===== config.mk =====
export PLATFORM = sky130hd
export DESIGN_NAME = case_toggle_sequencer
export DESIGN_NICKNAME = d
export VERILOG_FILES = /design/src/rtl/case_toggle_sequencer.sv
export SDC_FILE = /design/constraint.sdc
export NUM_CORES = 1
export LEC_CHECK = 0
export ABC_AREA = 1
export ABC_CLOCK_PERIOD_IN_PS = 3500
export CORE_UTILIZATION = 45
export CTS_CLUSTER_SIZE = 12
export DETAILED_ROUTE_END_ITERATION = 10
export HOLD_SLACK_MARGIN = 0.06
export PLACE_DENSITY = 0.74
export SETUP_SLACK_MARGIN = 0.1
export SYNTH_ARGS = -nofsm -noshare
export SYNTH_HDL_FRONTEND = slang
export SYNTH_SLANG_ARGS = --single-unit

===== constraint.sdc =====
create_clock -name i_clk -period 3.5 [get_ports i_clk]
set_input_delay 0.525 -clock i_clk [delete_from_list [all_inputs] [get_ports i_clk]]
set_output_delay 0.525 -clock i_clk [all_outputs]
set_load 0.01 [all_outputs]

===== src/rtl/case_toggle_sequencer.sv =====
// Three-state accept / evaluate / present stage that maps a code through the
// bit0 toggle decoder and counts completed output transfers (saturating).
module case_toggle_sequencer #(
  parameter int WIDTH = 2,
  parameter int CNT_W = 8
) (
  input  logic             i_clk,
  input  logic             i_rst_n,
  input  logic             i_cmd_valid,
  input  logic [WIDTH-1:0] i_cmd,
  output logic             o_cmd_ready,
  output logic [WIDTH-1:0] o_data_out,
  output logic             o_out_valid,
  input  logic             i_out_ready,
  output logic [CNT_W-1:0] o_xfer_count
);

  localparam logic [1:0] IDLE = 2'd0;
  localparam logic [1:0] EVAL = 2'd1;
  localparam logic [1:0] OUT  = 2'd2;

  logic [1:0]       r_state;
  logic [1:0]       w_state_nxt;
  logic [WIDTH-1:0] r_code;
  logic [WIDTH-1:0] r_data;
  logic             r_cmd_ready;
  logic             r_out_valid;
  logic [CNT_W-1:0] r_xfer_count;
  logic [WIDTH-1:0] w_map;
  logic             w_accept;
  logic             w_done;

  // Both handshake flags come straight from flops, so neither side sees a
  // combinational path from the other side's valid/ready.
  assign w_accept = i_cmd_valid & r_cmd_ready;
  assign w_done   = r_out_valid & i_out_ready;

  // Toggle map: only bit0 changes, upper bits pass through at full width.
  always_comb begin
    w_map = r_code;
    case (r_code[0])
      1'b0:    w_map[0] = 1'b1;
      1'b1:    w_map[0] = 1'b0;
      default: w_map[0] = ~r_code[0];
    endcase
  end

  always_comb begin
    w_state_nxt = r_state;
    case (r_state)
      IDLE:    if (w_accept) w_state_nxt = EVAL;
      EVAL:    w_state_nxt = OUT;
      OUT:     if (w_done) w_state_nxt = IDLE;
      default: w_state_nxt = IDLE;
    endcase
  end

  always_ff @(posedge i_clk) begin
    if (!i_rst_n) begin
      r_state      <= IDLE;
      r_code       <= '0;
      r_data       <= '0;
      r_cmd_ready  <= 1'b1;
      r_out_valid  <= 1'b0;
      r_xfer_count <= '0;
    end else begin
      r_state     <= w_state_nxt;
      r_cmd_ready <= (w_state_nxt == IDLE);
      r_out_valid <= (w_state_nxt == OUT);
      if (w_accept)
        r_code <= i_cmd;
      if (r_state == EVAL)
        r_data <= w_map;
      if (w_done && (r_xfer_count != {CNT_W{1'b1}}))
        r_xfer_count <= r_xfer_count + 1'b1;
    end
  end

  assign o_cmd_ready  = r_cmd_ready;
  assign o_out_valid  = r_out_valid;
  assign o_data_out   = r_data;
  assign o_xfer_count = r_xfer_count;

endmodule


# Yosys cells after proc, flatten, opt, wreduce, memory -nomap -nowiden
# Cells that the tools add are included.
# totals
input_bits,6
wordCells,21
register_bits,16
out_inout_bits,12
# classes
addsub,1
n_reduce_logical,3
muxes,4
n_bitwise,3
n_eq_ne,4
# op_table
operator,count
$add 8x1->8 const B,1
$ne 8x8->1 const B,1
$pmux 2 s3,1
$eq 2x2->1 const B,2
$logic_not 2->1,2
$mux 2,2
$and 1x1->1,2
$eq 2x1->1 const B,1
$pmux 1 s2,1
$logic_and 1x1->1,1
$not 1->1,1

# Logic depth before layout (Yosys ltp)
# Gate-level depths: netlist of run 1.
# depth
ltp_word,4
depth_mapped,9
depth_no_buf,8

# Least setup slack after synthesis of run 1
# OpenSTA, ideal clock, no wires.
# synth_path
path_type,register to register
startpoint,"reg r_xfer_count[0], in the netlist o_xfer_count[0]"
endpoint,"reg r_xfer_count[4], in the netlist o_xfer_count[4]"
required_time_ns,3.387
stages_incl_launch_ff,10
setup_ns,0.113
n_path_buf,1
synth_period_minus_slack_ns,1.326
slack_ns,2.174
arrival_ns,1.213
cell_sequence,dfxtp_1 -> ha_1 -> nand2_1 -> nor2_2 -> nand2_1 -> buf_6 -> nand3_1 -> nand2_1 -> nand2_1 -> nor2_1
# synth_between
elab_chain_cells,2
word_cells_on_any_way,3
cone_classes,add/sub: 1; eq/ne: 1; reduce/logical: 1
# synth_lines
element,line_no,rtl
start: declaration,28,logic [CNT_W-1:0] r_xfer_count;
start signal: assignment,75,r_xfer_count <= r_xfer_count + 1'b1;
branches (longest 2 deep; another with $add 8x1->8),n/a,
# Parallel ways; which one is timed is not known.
# A chain may end at the register's enable or synchronous reset.

# Worst setup path after layout of run 1
# layout_path
startpoint,"reg r_xfer_count[0], in the netlist o_xfer_count[0]"
endpoint,out o_xfer_count[0]
# layout_rtl
element,line_no,rtl
end: declaration,15,output logic [CNT_W-1:0] o_xfer_count
# No word-level cell between the ends.

==> results of run 1 <==
## synth_stat cells
library cell,n
sky130_fd_sc_hd__nor2_1,16
sky130_fd_sc_hd__dfxtp_1,16
sky130_fd_sc_hd__nor3_1,1
sky130_fd_sc_hd__buf_6,1
sky130_fd_sc_hd__a21oi_1,8
sky130_fd_sc_hd__a31oi_1,1
sky130_fd_sc_hd__o21ai_0,3
sky130_fd_sc_hd__nand4_1,5
sky130_fd_sc_hd__buf_2,1
sky130_fd_sc_hd__nor2_2,1
sky130_fd_sc_hd__ha_1,1
sky130_fd_sc_hd__nand2_1,25
sky130_fd_sc_hd__nand3b_1,1
sky130_fd_sc_hd__nor4_2,1
sky130_fd_sc_hd__inv_1,11
sky130_fd_sc_hd__nand3_1,8
## logic make-up (layout without fill, tap and decap cells)
family,Yosys count,in the layout
AO/OA/AOI/OAI,12,12
adder cells (fa/ha/maj),1,1
buffers and inverters,13,31
flip-flops,16,16
AND/OR/NAND/NOR,58,58
## worst reg2reg max path, delay by kind of cell (launching register included)
family,cells,cell delay [ns]
adders and majority gates,1,0.22
DFF,1,0.42
and+or+nand+nor,7,0.84
## state kept, by name (all words and copies together), names as in the netlist
| register | cells |
|---|---|
| o_xfer_count | 8 |
| o_data_out | 2 |
| r_code | 2 |
| r_state | 2 |
| o_cmd_ready | 1 |
| o_out_valid | 1 |
## per-stage QoR
stage | hold slack (ns) | total power, uW | utilization, %
floorplan | 0.406 | 223 | -
global placement | 0.433 | 245 | 63.7
detailed placement | 0.428 | 245 | 63.7
CTS | 0.445 | 338 | 65.3
global route | 0.468 | 355 | 65.3
finish | 0.442 | 334 | 65.3
## cell type report
class / instances / area share, %
multi-input combinational: 71 / 36.6
sequential: 16 / 35.5
timing repair buffer: 17 / 18.8
inverter: 11 / 4.57
clock buffer: 3 / 2.49
tap: 15 / 2.08
## layer usage
layer  wire length [um]  GRT usage, %
met2                634          27.5
met5                  0             0
met3                 57          3.91
met1                601          19.7
met4                 18          7.10
## how the worst max path moves through the flow
stage,from,cells after the start,end
floorplan,o_xfer_count[0],9,o_xfer_count[4]
global placement,i_rst_n,4,o_cmd_ready
detailed placement,i_rst_n,4,o_cmd_ready
CTS,o_xfer_count[0],1,o_xfer_count[0]
global route,o_xfer_count[2],1,o_xfer_count[2]
finish,o_xfer_count[0],1,o_xfer_count[0]
## report_power, final
part           total (uW)  leakage (uW)  internal [uW]  switching, uW
logic                41.7      0.000213           21.6           20.1
clock network        93.9     0.0000138           39.9           54.0
registers             199      0.000130            192           6.51
==> load_flow_metrics.sql, run 1 <==
INSERT INTO impl_metrics (metric_group, metric, value, unit) VALUES
('pwr', 'pwr_density_cell', '370', 'nW/um^2'),
('synthesis', 'mappedNetlistArea', '708', 'um^2'),
('floorplan', 'initial_utilization', '51.2', '%'),
('finish', 'final_cell_area', '903', 'um^2'),
('worst_setup_path', 'path_delay_family', 'buffers and inverters', ''),
('floorplan', 'die_area', '1740', 'um^2'),
('worst_setup_path', 'rr_worst_depth', '8', ''),
('synthesis', 'synth-seq-cells', '16', ''),
('sta', 'period_needed', '1.79', 'ns'),
('worst_setup_path', 'worst_path_required_time', '2.97', 'ns'),
('status', 'outcome', 'complete, no violations', ''),
('sta', 'hold_viol_final', '0', ''),
('global_route', 'via_count_of_the_first_global_routing_pass', '577', ''),
('finish', 'antennaDiodeCount', '0', ''),
('worst_setup_path', 'max_stage_delay', '0.57', 'ns'),
('clocking', 'ctsHtreeMaxLevel', '1', ''),
('floorplan', 'row_count', '13', ''),
('synthesis', 'mux_contribution_to_synthesized_area', '0', '%'),
('worst_setup_path', 'cp_num_buf_inv', '1', ''),
('clocking', 'cts_repair_resize_count', '0', ''),
('synthesis', 'synth-adder-area-share', '1.77', '%'),
('synthesis', 'synth_compound_gate_area_share', '8.66', '%'),
('finish', 'final_nets', '127', ''),
('drt', 'drcViolationCount', '0', ''),
('place', 'gpl.final_weighted_congestion', '0.834', ''),
('synthesis', 'yosys_warnings', '0', ''),
('floorplan', 'floorplan.io_pins', '18', ''),
('drt', 'detail_route.iter0.violations', '5', ''),
('sta', 'slew_headroom', '77.1', '%'),
('sta', 'fin_setup_tns', '0', 'ns'),
('global_route', 'grt-ovfl-total', '0', ''),
('sta', 'worst-slew-pin-transition', '0.343', 'ns'),
('synthesis', 'synth_area_leader_cell', 'sky130_fd_sc_hd__dfxtp_1', ''),
('synthesis', 'syn_area_per_cell', '7.08', 'um^2'),
('worst_setup_path', 'critical_path.slowest_cell', 'sky130_fd_sc_hd__clkdlybuf4s50_1', ''),
('floorplan', 'core_area', '1380', 'um^2'),
('synthesis', 'area_share_of_and_or_nand_nor_cells_after_synthesis', '36.2', '%'),
('sta', 'timing.clock.skew', '0.000699', 'ns'),
('drt', 'drt_first_pass_iters', '4', ''),
('drt', 'routed-via-count', '685', ''),
('clocking', 'cts_tree', 'done', ''),
('hold_path', 'min-delay-start', 'r_code[0]', ''),
('job', 'timing.max_cap.violations', '0', ''),
('global_route', 'grt_pass1_wl', '2.20', 'mm'),
('hold_path', 'holdCritPathClass', 'flop to flop', ''),
('pwr', 'vdd_ir_drop_max', '294', 'uV'),
('synthesis', 'synthesis.instances', '100', ''),
('sta', 'final_min_period_over_clock_period', '51.1', '%'),
('hold_path', 'min_delay_path_depth', '1', ''),
('pwr', 'power.leakage', '0.000357', 'uW'),
('sta', 'maxClockFrequency', '559', 'MHz'),
('worst_setup_path', 'critPathKind', 'flop to output port', ''),
('place', 'dp.cells', '130', ''),
('global_route', 'maximum_number_of_pins_on_one_net_before_global_route_repair', '13', ''),
('sta', 'unrepaired_setup_endpoints_after_global_routing', 'no', ''),
('clocking', 'cts_root_buf', 'sky130_fd_sc_hd__clkbuf_4', ''),
('finish', 'final_layout_size_suffix_gt1_share', '4.24', '%'),
('worst_setup_path', 'worst-endpoint-arrival', '1.26', 'ns'),
('drt', 'wl', '1.31', 'mm'),
('place', 'dp.final_hpwl', '1.01', 'mm'),
('floorplan', 'floorplan.die.width', '41.7', 'um'),
('worst_setup_path', 'worst_setup_path_start_kind', 'flop', ''),
('global_route', 'antenna_found_initial', '0', ''),
('synthesis', 'largest_family_of_logic_cells_by_synthesized_area', 'simple AND/OR/NAND/NOR gates', ''),
('global_route', 'gr-usage-all-layers', '16.4', '%'),
('finish', 'layout_commonest_cell', 'sky130_fd_sc_hd__nand2_1', ''),
('finish', 'area.sequential', '320', 'um^2'),
('worst_setup_path', 'end_kind', 'output port', ''),
('clocking', 'tritoncts.num_buffers', '3', ''),
('finish', 'layout.cells.non_filler', '133', ''),
('hold_path', 'hold_path_end', 'o_data_out[0]', '');
Power figures use the tool's default switching activity.
==> run 2, diff against run 1 <==
--- a/config.mk
+++ b/config.mk
@@ -6,7 +6,7 @@
 export NUM_CORES = 1
 export LEC_CHECK = 0
 export ABC_AREA = 1
-export ABC_CLOCK_PERIOD_IN_PS = 3500
+export ABC_CLOCK_PERIOD_IN_PS = 1800
 export CORE_UTILIZATION = 45
 export CTS_CLUSTER_SIZE = 12
 export DETAILED_ROUTE_END_ITERATION = 10
==> constraint.sdc (replaced) <==
create_clock -name i_clk -period 1.8 [get_ports i_clk]
set_input_delay 0.27 -clock i_clk [delete_from_list [all_inputs] [get_ports i_clk]]
set_output_delay 0.27 -clock i_clk [all_outputs]
set_load 0.01 [all_outputs]
==> run 2 against run 1 <==
Combinational power rose by 110%. Register-to-register slack got worse by 1.6 ns. Sequential cell count stayed put. Power is 95% higher. Worst setup slack got worse by 1.5 ns. Largest power group unchanged. Sequential share of layout area is 0.67 points lower. Non-clock buffer count up 2. Cell count rose by 1.5%. Utilization increased by 1.3 points. Sequential power grew 93%. Largest cell class unchanged. First-iteration DRC count rose by 60%. Critical path type unchanged.
==> load_flow_metrics.sql, run 2 (same netlist as run 1, synthesis figures left out) <==
INSERT INTO impl_metrics (metric_group, metric, value, unit) VALUES
('finish', 'layout_commonest_cell', 'sky130_fd_sc_hd__nand2_1', ''),
('drt', 'avgViaCountPerCell', '4.92', ''),
('finish', 'utilization', '66.6', '%'),
('pwr', 'share_clk_of_total_power', '27.6', '%'),
('finish', 'largest_register_ffs', '8', ''),
('floorplan', 'floorplan.die.width', '41.7', 'um'),
('worst_setup_path', 'rr_endpoint', 'o_xfer_count[7]', ''),
('clocking', 'tritoncts.num_buffers', '3', ''),
('worst_setup_path', 'critical_path.slowest_cell', 'sky130_fd_sc_hd__clkdlybuf4s50_1', ''),
('pwr', 'pwr_density_cell', '707', 'nW/um^2'),
('finish', 'layout_common_cells', '24 x sky130_fd_sc_hd__nand2_1, 17 x sky130_fd_sc_hd__clkdlybuf4s50_1, 16 x sky130_fd_sc_hd__nor2_1, 16 x sky130_fd_sc_hd__dfxtp_1, 11 x sky130_fd_sc_hd__inv_1', ''),
('worst_setup_path', 'reg2reg_slack', '0.37', 'ns'),
('finish', 'multi_input_area', '333', 'um^2'),
('finish', 'area.sequential', '320', 'um^2'),
('sta', 'period_needed', '1.56', 'ns'),
('global_route', 'grt-ovfl-total', '0', ''),
('global_route', 'maximum_number_of_pins_on_one_net_before_global_route_repair', '13', ''),
('pwr', 'combPwrFrac', '13.2', '%'),
('worst_setup_path', 'rr_worst_depth', '8', ''),
('pwr', 'power.leakage', '0.000369', 'uW'),
('finish', 'final_nets', '129', ''),
('status', 'outcome', 'complete, no violations', ''),
('pwr', 'vdd_ir_drop_max', '552', 'uV'),
('place', 'dp.final_hpwl', '1.03', 'mm'),
('drt', 'routed-via-count', '664', ''),
('clocking', 'cts_setup_buffers', '0', ''),
('finish', 'fillers', '130', ''),
('drt', 'drt_first_pass_iters', '4', ''),
('drt', 'number_of_antenna_violating_nets_in_the_routed_design', '0', ''),
('sta', 'timing.clock.skew', '0.00105', 'ns'),
('worst_setup_path', 'cp_num_buf_inv', '2', ''),
('worst_setup_path', 'worst-path-max-fanout', '5', ''),
('pwr', 'p_seq_share', '59.2', '%'),
('sta', 'maxSlewViolCount', '0', ''),
('worst_setup_path', 'end_kind', 'output port', ''),
('worst_setup_path', 'critPathKind', 'flop to output port', ''),
('clocking', 'cts_num_sinks', '16', ''),
('floorplan', 'die_area', '1740', 'um^2'),
('global_route', 'antenna_found_initial', '0', ''),
('worst_setup_path', 'max_stage_delay', '0.53', 'ns'),
('drt', 'drcViolationCount', '0', ''),
('global_route', 'grt_pass1_wl', '2.21', 'mm'),
('clocking', 'clockBufferDepth', '2', ''),
('place', 'gpl.final_weighted_congestion', '0.812', ''),
('finish', 'final_layout_size_suffix_gt1_share', '6.67', '%'),
('worst_setup_path', 'cp.depth', '2', ''),
('worst_setup_path', 'worst-endpoint-arrival', '1.29', 'ns'),
('drt', 'detail_route.iter0.violations', '8', ''),
('drt', 'post_drt_wl_per_cell', '10.1', 'um'),
('sta', 'fin_setup_tns', '0', 'ns'),
('clocking', 'cts_tree', 'done', ''),
('job', 'timing.max_cap.violations', '0', ''),
('floorplan', 'floorplan.io_pins', '18', ''),
('finish', 'area_growth', '30.0', '%'),
('global_route', 'gr-usage-all-layers', '16.7', '%'),
('pwr', 'power_report.internal_total', '496', 'uW'),
('sta', 'final_min_period_over_clock_period', '86.5', '%'),
('sta', 'hold_viol_final', '0', ''),
('worst_setup_path', 'critical_path.cell_chain', 'buf_4 > clkdlybuf4s50_1', ''),
('worst_setup_path', 'regToRegStartpoint', 'o_xfer_count[1]', ''),
('hold_path', 'holdCritPathClass', 'flop to flop', ''),
('pwr', 'finalPower', '651', 'uW'),
('sta', 'timing.final.setup_violations', '0', ''),
('worst_setup_path', 'worst_path_required_time', '1.53', 'ns'),
('floorplan', 'initial_utilization', '51.2', '%'),
('sta', 'maxClockFrequency', '642', 'MHz'),
('finish', 'antennaDiodeCount', '0', ''),
('worst_setup_path', 'path_delay_family', 'buffers and inverters', ''),
('drt', 'wl', '1.36', 'mm'),
('clocking', 'cts.clk_slew.worst_paths', '0.09', 'ns'),
('pwr', 'net-switching-power', '155', 'uW'),
('floorplan', 'row_count', '13', ''),
('hold_path', 'min_delay_path_depth', '1', ''),
('pwr', 'power.share.switching', '23.8', '%'),
('floorplan', 'die_y', '41.7', 'um'),
('sta', 'worst-slew-pin-transition', '0.330', 'ns'),
('clocking', 'cts_root_buf', 'sky130_fd_sc_hd__clkbuf_4', ''),
('sta', 'slew_headroom', '77.9', '%'),
('worst_setup_path', 'worst_setup_path_start_kind', 'flop', ''),
('clocking', 'ctsHtreeMaxLevel', '1', ''),
('clocking', 'worst_skew_late_latency', '0.27', 'ns'),
('global_route', 'via_count_of_the_first_global_routing_pass', '555', ''),
('worst_setup_path', 'critPathLaunch', 'o_xfer_count[0]', ''),
('place', 'place.port_buffers', '17', ''),
('worst_setup_path', 'cp-endpoint', 'o_xfer_count[0]', ''),
('sta', 'unrepaired_setup_endpoints_after_global_routing', 'no', ''),
('floorplan', 'core_area', '1380', 'um^2');
==> run 2: changes by cell type in the layout (fill, tap and decap cells not counted), sizes merged <==
cell / previous run / this run
buf: 0 / 2
==> run 2: power groups by stage <==
stage	logic [uW]	clock network (uW)	registers, uW
floorplan	34.9	0	399
global placement	86.0	0	394
detailed placement	86.5	0	394
CTS	86.8	186	386
global route	93.8	202	388
finish	85.7	179	385
==> run 2: per-stage QoR <==
stage	hold WS [ns]	cell area, um^2	instances	setup WS (ns)
after global routing	0.458	921	135	0.186
after detailed placement	0.429	896	132	0.275
after CTS	0.441	918	135	0.230
after global placement	0.431	896	132	0.306
after floorplan	0.390	708	100	0.474
final	0.435	921	135	0.243
==> run 2: cell type report <==
cell class | instances | share of cell area, %
Multi-Input combinational cell | 71 | 36.1
Inverter | 11 | 4.48
Timing Repair Buffer | 19 | 20.1
Sequential cell | 16 | 34.8
Tap cell | 15 | 2.04
Clock buffer | 3 | 2.45
==> run 2: worst min-delay path by stage <==
stage                                 end  slack (ns)  startpoint
final                       o_data_out[0]        0.43   r_code[0]
after CTS                   o_data_out[0]        0.44   r_code[0]
after global routing        o_data_out[0]        0.46   r_code[0]
after floorplan           o_xfer_count[4]        0.39     i_rst_n
after detailed placement    o_data_out[0]        0.43   r_code[0]
after global placement      o_data_out[0]        0.43   r_code[0]
==> run 2: what timing repair did <==
item | in CTS | in global routing
setup endpoints to repair | 0 | 4
hold endpoints to repair | 0 | 0
gates resized for setup | 0 | 1
hold buffers | 0 | 0
==> run 2: layer usage <==
| layer | share of wire (%) | global-route usage [%] | vias to the layer above |
|---|---|---|---|
| met5 | 0 | 0 | - |
| met4 | 1.0 | 7.74 | 0 |
| met3 | 2.9 | 3.91 | 2 |
| met2 | 47 | 26.3 | 11 |
| met1 | 48 | 21.4 | 287 |
| li1 | - | - | 364 |
